### src/rtl/text_console_writer_if.sv
// -----------------------------------------------------------------------------
// text_console_writer_if
//
// Bundles the byte-stream handshake and the text RAM write port of the
// console writer. Signal names carry the direction as seen from the writer.
//
//   chr_i        byte from the source (ASCII or control code)
//   chr_valid_i  chr_i holds a byte
//   chr_ready_o  writer accepts a byte at the next rising edge
//   ram_addr_o   text RAM write address
//   ram_data_o   7-bit character ordinal to write
//   ram_we_o     text RAM write enable, one cycle per write
//
// Modports:
//   master  byte source / RAM side (drives chr_*, observes ready and RAM port)
//   slave   the console writer itself
// -----------------------------------------------------------------------------
interface text_console_writer_if #(
  parameter int ADDR_W = 13
);
  logic [7:0]        chr_i;
  logic              chr_valid_i;
  logic              chr_ready_o;
  logic [ADDR_W-1:0] ram_addr_o;
  logic [6:0]        ram_data_o;
  logic              ram_we_o;

  modport master (
    output chr_i,
    output chr_valid_i,
    input  chr_ready_o,
    input  ram_addr_o,
    input  ram_data_o,
    input  ram_we_o
  );

  modport slave (
    input  chr_i,
    input  chr_valid_i,
    output chr_ready_o,
    output ram_addr_o,
    output ram_data_o,
    output ram_we_o
  );
endinterface

### src/rtl/text_console_writer.sv
// -----------------------------------------------------------------------------
// text_console_writer
//
// Writer side of the 8x8-cell text display. Consumes a byte stream of ASCII
// characters and control codes (CR, LF, BS, FF), writes 7-bit character
// ordinals into the screen text RAM, tracks the cursor and scrolls the screen
// through a top-line offset that the display-side address generator adds to
// its own line index.
//
// Ports:
//   clk_i         system clock, rising edge
//   rst_i         asynchronous, active-high reset
//   bus           byte handshake + text RAM write port (slave modport)
//   cursor_col_o  cursor column, 0..COLS-1
//   cursor_lin_o  cursor logical line, 0..ROWS-1
//   top_lin_o     physical RAM line currently shown at the top of the screen
//
// Parameters:
//   COLS    characters per line
//   ROWS    lines per screen
//   ADDR_W  text RAM address width, COLS*ROWS <= 2**ADDR_W
//
// All outputs are registered. After reset the whole RAM is cleared to spaces
// before the first byte is accepted.
// -----------------------------------------------------------------------------
module text_console_writer #(
  parameter int COLS   = 80,
  parameter int ROWS   = 60,
  parameter int ADDR_W = 13
) (
  input  logic                 clk_i,
  input  logic                 rst_i,
  text_console_writer_if.slave bus,
  output logic [6:0]           cursor_col_o,
  output logic [5:0]           cursor_lin_o,
  output logic [5:0]           top_lin_o
);

  localparam int                TOTAL     = COLS * ROWS;
  localparam logic [ADDR_W-1:0] COLS_A    = ADDR_W'(COLS);
  localparam logic [ADDR_W-1:0] LAST_ADDR = ADDR_W'(TOTAL - 1);
  localparam logic [ADDR_W-1:0] LAST_BASE = ADDR_W'(TOTAL - COLS);
  localparam logic [ADDR_W-1:0] ADDR_ONE  = ADDR_W'(1);
  localparam logic [6:0]        LAST_COL  = 7'(COLS - 1);
  localparam logic [5:0]        LAST_LIN  = 6'(ROWS - 1);
  localparam logic [6:0]        SPACE     = 7'h20;

  localparam logic [7:0] CHR_BS = 8'h08;
  localparam logic [7:0] CHR_LF = 8'h0A;
  localparam logic [7:0] CHR_FF = 8'h0C;
  localparam logic [7:0] CHR_CR = 8'h0D;

  typedef enum logic [2:0] {
    S_IDLE,     // waiting for a byte, the only state with ready high
    S_WRITE,    // one character write cycle
    S_NEWLINE,  // cursor / scroll update
    S_CLEAR,    // blank the line that just scrolled in at the bottom
    S_CLS       // blank the whole screen
  } state_e;

  state_e            state_q;
  logic [6:0]        col_q;
  logic [5:0]        lin_q;
  logic [5:0]        top_q;
  // Line bases are kept pre-multiplied by COLS so no multiplier is needed:
  // line_base_q is the RAM base of the cursor's physical line, top_base_q
  // the base of the physical line shown at the top of the screen.
  logic [ADDR_W-1:0] line_base_q;
  logic [ADDR_W-1:0] top_base_q;
  logic [6:0]        clr_col_q;
  logic [ADDR_W-1:0] ram_addr_q;
  logic [6:0]        ram_data_q;
  logic              ram_we_q;
  logic              ready_q;

  logic [ADDR_W-1:0] cur_addr_d;
  logic [ADDR_W-1:0] line_base_next_d;
  logic [ADDR_W-1:0] top_base_next_d;
  logic [5:0]        top_next_d;
  logic              printable_d;
  logic              accept_d;

  assign cur_addr_d  = line_base_q + ADDR_W'(col_q);
  assign printable_d = (bus.chr_i >= 8'h20) && (bus.chr_i <= 8'h7E);
  assign accept_d    = ready_q && bus.chr_valid_i;

  // A base never exceeds LAST_BASE, so wrapping only needs an equality test
  // and the sum can never overflow ADDR_W bits.
  assign line_base_next_d = (line_base_q == LAST_BASE) ? '0 : line_base_q + COLS_A;
  assign top_base_next_d  = (top_base_q  == LAST_BASE) ? '0 : top_base_q  + COLS_A;
  assign top_next_d       = (top_q == LAST_LIN) ? '0 : top_q + 6'd1;

  // NOTE: every register in this block uses non-blocking assignment so all
  // next-state values are computed from the same pre-edge snapshot; blocking
  // assignment here would let later statements see half-updated state.
  always_ff @(posedge clk_i or posedge rst_i) begin
    if (rst_i) begin
      state_q     <= S_CLS;
      col_q       <= '0;
      lin_q       <= '0;
      top_q       <= '0;
      line_base_q <= '0;
      top_base_q  <= '0;
      clr_col_q   <= '0;
      ram_addr_q  <= '0;
      ram_data_q  <= '0;
      ram_we_q    <= 1'b0;
      ready_q     <= 1'b0;
    end else begin
      unique case (state_q)
        S_IDLE: begin
          if (accept_d) begin
            if (printable_d) begin
              ram_we_q   <= 1'b1;
              ram_data_q <= bus.chr_i[6:0];
              ram_addr_q <= cur_addr_d;
              ready_q    <= 1'b0;
              state_q    <= S_WRITE;
            end else begin
              case (bus.chr_i)
                CHR_CR: col_q <= '0;
                CHR_BS: if (col_q != '0) col_q <= col_q - 7'd1;
                CHR_LF: begin
                  ready_q <= 1'b0;
                  state_q <= S_NEWLINE;
                end
                CHR_FF: begin
                  col_q       <= '0;
                  lin_q       <= '0;
                  top_q       <= '0;
                  line_base_q <= '0;
                  top_base_q  <= '0;
                  // First clear-screen write is issued right away.
                  ram_we_q    <= 1'b1;
                  ram_addr_q  <= '0;
                  ram_data_q  <= SPACE;
                  ready_q     <= 1'b0;
                  state_q     <= S_CLS;
                end
                default: ;  // unsupported byte: consumed, no effect
              endcase
            end
          end
        end

        S_WRITE: begin
          ram_we_q <= 1'b0;
          if (col_q == LAST_COL) begin
            state_q <= S_NEWLINE;  // auto-wrap
          end else begin
            col_q   <= col_q + 7'd1;
            ready_q <= 1'b1;
            state_q <= S_IDLE;
          end
        end

        S_NEWLINE: begin
          col_q <= '0;
          if (lin_q != LAST_LIN) begin
            lin_q       <= lin_q + 6'd1;
            line_base_q <= line_base_next_d;
            ready_q     <= 1'b1;
            state_q     <= S_IDLE;
          end else begin
            // Scrolling: the old top line becomes the new bottom line, so it
            // is both the cursor's new line and the line to blank.
            top_q       <= top_next_d;
            top_base_q  <= top_base_next_d;
            line_base_q <= top_base_q;
            ram_we_q    <= 1'b1;
            ram_addr_q  <= top_base_q;
            ram_data_q  <= SPACE;
            clr_col_q   <= '0;
            state_q     <= S_CLEAR;
          end
        end

        S_CLEAR: begin
          if (clr_col_q == LAST_COL) begin
            ram_we_q <= 1'b0;
            ready_q  <= 1'b1;
            state_q  <= S_IDLE;
          end else begin
            clr_col_q  <= clr_col_q + 7'd1;
            ram_addr_q <= ram_addr_q + ADDR_ONE;
          end
        end

        S_CLS: begin
          if (!ram_we_q) begin
            // Entered from reset with no write yet on the port: start at 0.
            ram_we_q   <= 1'b1;
            ram_addr_q <= '0;
            ram_data_q <= SPACE;
          end else if (ram_addr_q == LAST_ADDR) begin
            ram_we_q <= 1'b0;
            ready_q  <= 1'b1;
            state_q  <= S_IDLE;
          end else begin
            ram_addr_q <= ram_addr_q + ADDR_ONE;
          end
        end

        default: begin
          ram_we_q <= 1'b0;
          ready_q  <= 1'b0;
          state_q  <= S_CLS;
        end
      endcase
    end
  end

  assign bus.chr_ready_o = ready_q;
  assign bus.ram_addr_o  = ram_addr_q;
  assign bus.ram_data_o  = ram_data_q;
  assign bus.ram_we_o    = ram_we_q;
  assign cursor_col_o    = col_q;
  assign cursor_lin_o    = lin_q;
  assign top_lin_o       = top_q;

endmodule

### src/flat_wrapper.sv
// flat-port wrapper written by rule: the top's interface ports become plain ports
module text_console_writer_flat 
#(
  parameter int COLS   = 80,
  parameter int ROWS   = 60,
  parameter int ADDR_W = 13
)
  (clk_i, rst_i, cursor_col_o, cursor_lin_o, top_lin_o, bus_chr_i, bus_chr_valid_i, bus_chr_ready_o, bus_ram_addr_o, bus_ram_data_o, bus_ram_we_o);
  text_console_writer_if #(.ADDR_W(ADDR_W)) bus_i ();
  input  logic clk_i;
  input  logic rst_i;
  output logic [6:0] cursor_col_o;
  output logic [5:0] cursor_lin_o;
  output logic [5:0] top_lin_o;
  input wire logic [$bits(bus_i.chr_i)-1:0] bus_chr_i;
  input wire logic [$bits(bus_i.chr_valid_i)-1:0] bus_chr_valid_i;
  output wire logic [$bits(bus_i.chr_ready_o)-1:0] bus_chr_ready_o;
  output wire logic [$bits(bus_i.ram_addr_o)-1:0] bus_ram_addr_o;
  output wire logic [$bits(bus_i.ram_data_o)-1:0] bus_ram_data_o;
  output wire logic [$bits(bus_i.ram_we_o)-1:0] bus_ram_we_o;
  assign bus_i.chr_i = bus_chr_i;
  assign bus_i.chr_valid_i = bus_chr_valid_i;
  assign bus_chr_ready_o = bus_i.chr_ready_o;
  assign bus_ram_addr_o = bus_i.ram_addr_o;
  assign bus_ram_data_o = bus_i.ram_data_o;
  assign bus_ram_we_o = bus_i.ram_we_o;
  text_console_writer #(.COLS(COLS), .ROWS(ROWS), .ADDR_W(ADDR_W)) u_core (.clk_i(clk_i), .rst_i(rst_i), .bus(bus_i), .cursor_col_o(cursor_col_o), .cursor_lin_o(cursor_lin_o), .top_lin_o(top_lin_o));
endmodule
### config.mk
export PLATFORM = sky130hd
export DESIGN_NAME = text_console_writer_flat
export DESIGN_NICKNAME = d
export VERILOG_FILES = /design/src/rtl/text_console_writer_if.sv /design/src/rtl/text_console_writer.sv /design/src/flat_wrapper.sv
export SDC_FILE = /design/constraint.sdc
export NUM_CORES = 1
export LEC_CHECK = 0
export ABC_AREA = 1
export ABC_CLOCK_PERIOD_IN_PS = 5100
export CORE_ASPECT_RATIO = 1.25
export CORE_MARGIN = 2
export CORE_UTILIZATION = 63
export DETAILED_ROUTE_END_ITERATION = 8
export PLACE_DENSITY = 0.86
export SLEW_MARGIN = 20
export SYNTH_ARGS = -nofsm -noshare
export SYNTH_HDL_FRONTEND = slang
export SYNTH_SLANG_ARGS = --single-unit
### constraint.sdc
create_clock -name clk_i -period 5.1 [get_ports clk_i]
set_input_delay 1.275 -clock clk_i [delete_from_list [all_inputs] [get_ports clk_i]]
set_output_delay 1.275 -clock clk_i [all_outputs]
set_load 0.01 [all_outputs]
==> metrics.md, run 1 <==
| Metric | Value |
|---|---|
| Hpwl dp | roughly 10 mm |
| Pin count of the biggest net entering global routing | 40 |
| Critical Path Source Type | primary input |
| Cells after Synth | approximately 800 |
| Max Freq | 339 MHz |
| Final nets | 872 |
| Worst endpoint required time | between 5000 and 6000 ps |
| Post-synthesis sequential area ratio | roughly 33% |
| Hold path cells | 2 |
| # IOs | 52 |
| PortBufs | between 50 and 60 |
| Max_cap viols | 0 |
| Routability Congestion | 0.985 |
| Starting Density | 64.6% |
| H-tree levels | 3 |
| Mean routed wirelength per cell | roughly 15 um |
| Clock Latency Late Sink | about 360 ps |
| FF-to-FF End | u_core.cursor_lin_o[5] |
| Fin. Hold Viols | 0 |
| Area growth from synthesis to layout | 14.6% |
| Power per Cell Area | 179 nW/um2 |
| CTS tree | built |
| DRC viols | 0 |
| DRT iter0 DRCs | 459 |
| Hold Path End | u_core.bus.ram_data_o[1] |
| FF+latch area | ~1800 um2 |
| Vias in the first global route | just over 5000 |
| DRT antenna net count | 0 |
| Critical path arrival | 3250 ps |
| Status | completed |
| Most common cell after layout, fill and taps aside | nand2_1 |
| Syn_nets | around 820 |
| Power after layout | between 1 and 1.5 mW |
| Yosys cell types | 38 |
| Final setup fails | 0 |
| Relative slew margins | a little under half |
| Num rows | 37 |
| Leakage power | between 3 and 4 nW |
| Post-route setup TNS | 0 ps |
| Area of the multi-input gates | between 3000 and 4000 um2 |
| Global Route Usage Sum | about a third |
| Cts repair resizes | 0 |
| CTS buffer count | 9 |
| Die area | approximately 9200 um2 |
| 1st-pass router iterations | 8 |
| CTS clock-pin slew for the worst setup and hold paths | 80 ps |
| Root Buffer | clkbuf_8 |
| Total grt overflow | 0 |
| Worst IR drop on VDD | 0.163 mV |
| Most frequent cells in the layout | 260 x nand2_1, 97 x inv_1, 74 x nor2_1 |
| Share of cells above drive strength 1 | under 10% |
| Clock Skew | roughly 8.8 ps |
| Worst Tran Pin Value | between 800 and 900 ps |
| Setup CP Type | primary input to register |
| Worst Hold Launch | u_core.bus.ram_data_o[1] |
| Crit end category | register |
| DR vias | approximately 5400 |
| CTS max path bufs | 2 |
| Final Routed Wirelength | between 10 and 15 mm |
| Hold Path Class | register to register |
| Syn Std Cell Area | approximately 5300 um2 |
| Fin crit share | 57.9% |
| Die outline width | 86.0 um |
| Min cycle time layout | ~3000 ps |
| Core area | 8190 um2 |
| Antenna diode count | 0 |
| Synth warn | 0 |
| RSZ-0062 raised after global routing | false |
| Yosys reg bits | 70 |
| CTS sink count | 70 |
| Vias/cell | ~5.7 |
| Filler cells | between 600 and 700 |
| Syn_area_per_cell | between 6 and 7 um2 |
| R2R cell count | 9 |
| Max-slew violations | 0 |
| Global-route wire length before repair | 23.7 mm |
| R2R setup slack | approximately 2700 ps |
| Number of antenna violations at the first check in global routing | 0 |
| RR Startpoint | u_core.state_q[2] |
| Die Y | 106 um |
| Count of hold buffers inserted by post-cts repair | 0 |
| Post-CTS setup buffers | 0 |
| Worst-path fanout max | 16 |
## cells in the mapped netlist (all sizes together)
master | n | area, um2
nand2 | 268 | 1040
inv | 107 | 404
nor2 | 85 | 404
nand3 | 75 | 385
dfrtp | 69 | 1730
o21ai | 69 | 383
nand4 | 19 | 119
xor2 | 19 | 166
a21oi | 18 | 90.1
ha | 16 | 200
buf | 10 | 68.8
nand3b | 6 | 45.0
nor3 | 6 | 30.0
xnor2 | 6 | 52.6
clkbuf | 5 | 18.8
o21bai | 3 | 22.5
o22ai | 3 | 18.8
or2 | 3 | 18.8
nor4 | 2 | 12.5
a22oi | 1 | 7.51
a31oi | 1 | 6.26
dfstp | 1 | 26.3
fa | 1 | 20.0
nor3b | 1 | 12.5
o211ai | 1 | 7.51
o2bb2ai | 1 | 8.76
## layer usage
metal	share of wire [%]	up-vias	track usage (%)	routed length, um
met5	0	-	0	0
met4	3.7	0	13.8	516
met3	5.6	45	6.13	777
met2	48	205	53.8	6700
met1	43	2483	40.7	5940
li1	-	2643	-	-
## where the power goes
part           internal, mW  switching (mW)  total (mW)
Combinational        0.0111          0.0210      0.0321
Clock                 0.276           0.224       0.501
Sequential            0.555        0.000502       0.555
Total                 0.843           0.246        1.09
## sequential cells by signal (all words and copies together), names as in the netlist
name,count
u_core.top_lin_o,6
u_core.state_q,3
u_core.clr_col_q,7
u_core.line_base_q,10
u_core.top_base_q,9
u_core.bus.ram_addr_o,13
u_core.bus.chr_ready_o,1
u_core.bus.ram_data_o,7
u_core.cursor_lin_o,6
u_core.bus.ram_we_o,1
u_core.cursor_col_o,7
## worst max path at each step
| stage | startpoint | endpoint | slack, ps |
|---|---|---|---|
| 6_report | bus_chr_i[6] | u_core.bus.ram_addr_o[4] | 2150 |
| 5_1_grt | bus_chr_i[5] | u_core.bus.ram_addr_o[0] | 1940 |
| 4_1_cts | bus_chr_i[6] | u_core.bus.ram_addr_o[4] | 2190 |
| 3_5_place_dp | bus_chr_i[6] | u_core.bus.ram_addr_o[4] | 1800 |
| 3_3_place_gp | bus_chr_i[6] | u_core.bus.ram_addr_o[3] | 1910 |
| 2_1_floorplan | rst_i | u_core.bus.chr_ready_o | 2060 |
## critical path: stages
cell,delay (ps)
clkdlybuf4s50_1,450
nor2_1,170
nand2_1,120
nor2_2,250
nor2_1,70
nand2_1,130
nand3_2,250
nor2_4,360
o21ai_1,110
nand2_1,80
## through the flow
stage / cells / instance area, um2 / utilization, % / hold WS [ps] / setup slack (ps)
floorplan: 796 / 5290 / - / 467 / 2060
global placement: 930 / 5840 / 71.3 / 473 / 1910
detailed placement: 930 / 5840 / 71.3 / 484 / 1800
CTS: 946 / 6060 / 74.0 / 503 / 2190
global route: 946 / 6060 / 74.0 / 533 / 1940
finish: 946 / 6060 / 74.0 / 501 / 2150
## cells by family after synthesis
logic type                 after synthesis  synth area share (%)
DFF                                     70                  33.1
adders and majority gates               17                  4.16
buffers and inverters                  122                  9.29
xor gates and xnor gates                25                  4.14
and+or+nand+nor                        465                  39.0
AOI/OAI and AO/OA                       97                  10.3
## layout make-up
class	count	share of cell area (%)
inverters	107	6.66
repair buffers	52	8.54
multi-input cells	604	50.2
clock buffers	9	2.04
clock inverters	7	1.61
flip-flops and latches	70	28.9
well taps	97	2.00
(Power assumes the default switching activity.)
==> run 2, diff against run 1 <==
--- a/config.mk
+++ b/config.mk
@@ -6,12 +6,12 @@
 export NUM_CORES = 1
 export LEC_CHECK = 0
 export ABC_AREA = 1
-export ABC_CLOCK_PERIOD_IN_PS = 5100
+export ABC_CLOCK_PERIOD_IN_PS = 2450
 export CORE_ASPECT_RATIO = 1.25
 export CORE_MARGIN = 2
-export CORE_UTILIZATION = 63
+export CORE_UTILIZATION = 53
 export DETAILED_ROUTE_END_ITERATION = 8
-export PLACE_DENSITY = 0.86
+export PLACE_DENSITY = 0.77
 export SLEW_MARGIN = 20
 export SYNTH_ARGS = -nofsm -noshare
 export SYNTH_HDL_FRONTEND = slang
==> constraint.sdc (replaced) <==
create_clock -name clk_i -period 2.45 [get_ports clk_i]
set_input_delay 0.6125 -clock clk_i [delete_from_list [all_inputs] [get_ports clk_i]]
set_output_delay 0.6125 -clock clk_i [all_outputs]
set_load 0.01 [all_outputs]
==> run 2 against run 1 <==
Die area up 18%; clock-buffer cell count up 1; clock skew shrank 1.6 ps.
==> metrics.md, run 2 (synthesized netlist as in run 1, its figures left out) <==
| Metric | Value |
|---|---|
| Status | completed |
| Clock Skew | between 7 and 8 ps |
| Design Area, Final | around 6200 um2 |
| Share of cells above drive strength 1 | slightly above 8% |
| Power after layout | 2.48 mW |
| Max_cap viols | 0 |
| Core area | 9660 um2 |
| Area growth from synthesis to layout | 18.0% |
| Antenna diode count | 0 |
| Critical Path Source Type | register |
| Post-route setup TNS | 0 ps |
| Count of hold buffers inserted by post-cts repair | 0 |
| Max Freq | between 400 and 500 MHz |
| Worst endpoint required time | ~2700 ps |
| Final Routed Wirelength | between 10 and 15 mm |
| Dpl cell area | approximately 6000 um2 |
| CTS sink count | 70 |
| Number of flip-flops in the largest register | 13 |
| Area of the multi-input gates | about 3000 um2 |
| Worst Tran Pin Value | around 490 ps |
| Global-route wire length before repair | about 24 mm |
| Post-CTS setup buffers | 0 |
| Most frequent cells in the layout | 260 x nand2_1, 97 x inv_1, 74 x nor2_1 |
| Num rows | 40 |
| Pin count of the biggest net entering global routing | 71 |
| DRC viols | 0 |
| Fin crit share | about nine tenths |
| Pre-CTS setup slack | 63.3 ps |
| Leakage power | about 3.2 nW |
| DRT antenna net count | 0 |
| Vias in the first global route | a little over 5000 |
| Cts repair resizes | 0 |
| Vias/cell | between 5 and 6 |
| Root Buffer | clkbuf_16 |
| Setup CP Type | register to register |
| Filler cells | roughly 860 |
| Max-slew violations | 0 |
| Die outline width | between 90 and 100 um |
| Clock Latency Late Sink | between 300 and 400 ps |
| Final nets | slightly below 900 |
| CTS max path bufs | 2 |
| Routability Congestion | approximately 0.9 |
| Worst IR drop on VDD | approximately 0.38 mV |
| H-tree levels | 3 |
| Crit end category | register |
| Mean routed wirelength per cell | about 14 um |
| Die area | between 10000 and 15000 um2 |
| Fin. Hold Viols | 0 |
| RSZ-0062 raised after global routing | false |
| Global Route Usage Sum | between 20 and 30% |
| Hold Path Class | register to register |
| Total grt overflow | 0 |
| Most common cell after layout, fill and taps aside | nand2_1 |
| # IOs | 52 |
| PortBufs | between 50 and 60 |
| Relative slew margins | between 60% and 70% |
| Number of antenna violations at the first check in global routing | 0 |
| DRT iter0 DRCs | roughly 420 |
| Critical path arrival | approximately 2400 ps |
| FF+latch area | 1750 um2 |
| Power per Cell Area | between 300 and 400 nW/um2 |
| Hpwl dp | 10.5 mm |
| Min cycle time layout | about 2200 ps |
| CTS tree | built |
| Final setup fails | 0 |
| DR vias | between 5000 and 6000 |
| Final core utilization | between 60% and 70% |
| Starting Density | between 50% and 60% |
| CTS clock-pin slew for the worst setup and hold paths | 60 ps |
| 1st-pass router iterations | 6 |
| Die Y | approximately 120 um |
| CTS buffer count | 9 |
| Worst-path fanout max | 6 |
| Worst Slack Setup Final | 268 ps |
-- run 2: changes by cell type in the layout (fill, tap and decap cells not counted), sizes merged --
cell      before  now
clkbuf         9   10
bufinv         2    0
buf            1   10
clkinvlp       2    3
-- run 2: through the flow --
stage               instances  hold WS (ps)
finish                    984           492
global route              984           518
CTS                       984           498
detailed placement        968           483
global placement          968           473
floorplan                 796           467
-- run 2: final timing paths --
kind / startpoint / to / slack, ps / depth (start not counted)
worst max register to register: u_core.line_base_q[2] / u_core.bus.ram_addr_o[12] / 270 / 13
worst max-delay path: u_core.line_base_q[2] / u_core.bus.ram_addr_o[12] / 270 / 13
worst min-delay path: u_core.bus.ram_data_o[6] / u_core.bus.ram_data_o[6] / 490 / 2
max in group asynchronous: rst_i / u_core.state_q[2] / 1430 / 3
min in group asynchronous: rst_i / u_core.cursor_lin_o[3] / 680 / 3
worst min register to register: u_core.bus.ram_data_o[6] / u_core.bus.ram_data_o[6] / 490 / 2
-- run 2: cell type report --
| type | instances | area share [%] |
|---|---|---|
| clock inverter | 6 | 0.721 |
| multi-input combinational | 604 | 48.8 |
| tap | 126 | 2.53 |
| timing repair buffer | 61 | 9.58 |
| sequential | 70 | 28.1 |
| inverter | 107 | 6.47 |
| clock buffer | 10 | 3.83 |
-- run 2: metal layers --
| metal | routed length [um] | global-route usage [%] |
|---|---|---|
| met1 | 6100 | 34.6 |
| met3 | 502 | 4.16 |
| met4 | 238 | 8.82 |
| met5 | 0 | 0 |
| met2 | 7020 | 47.9 |
-- run 2: critical path: stages, from the launching register on --
cell     delay (ps)
dfrtp_1         480
ha_1            260
inv_1            70
fa_1            390
inv_1           140
nand2_1          70
nand2_1          60
nand3_1         110
nand2_1         140
nand3_1          70
nand3_1         120
nand2_1          70
nand2_1          50
nand2_1          40
-- run 2: power breakdown --
part / switching [mW] / total, mW / internal, mW
clock network: 0.532 / 1.25 / 0.716
registers: 0.00103 / 1.16 / 1.16
logic: 0.0439 / 0.0706 / 0.0266
total: 0.577 / 2.48 / 1.90
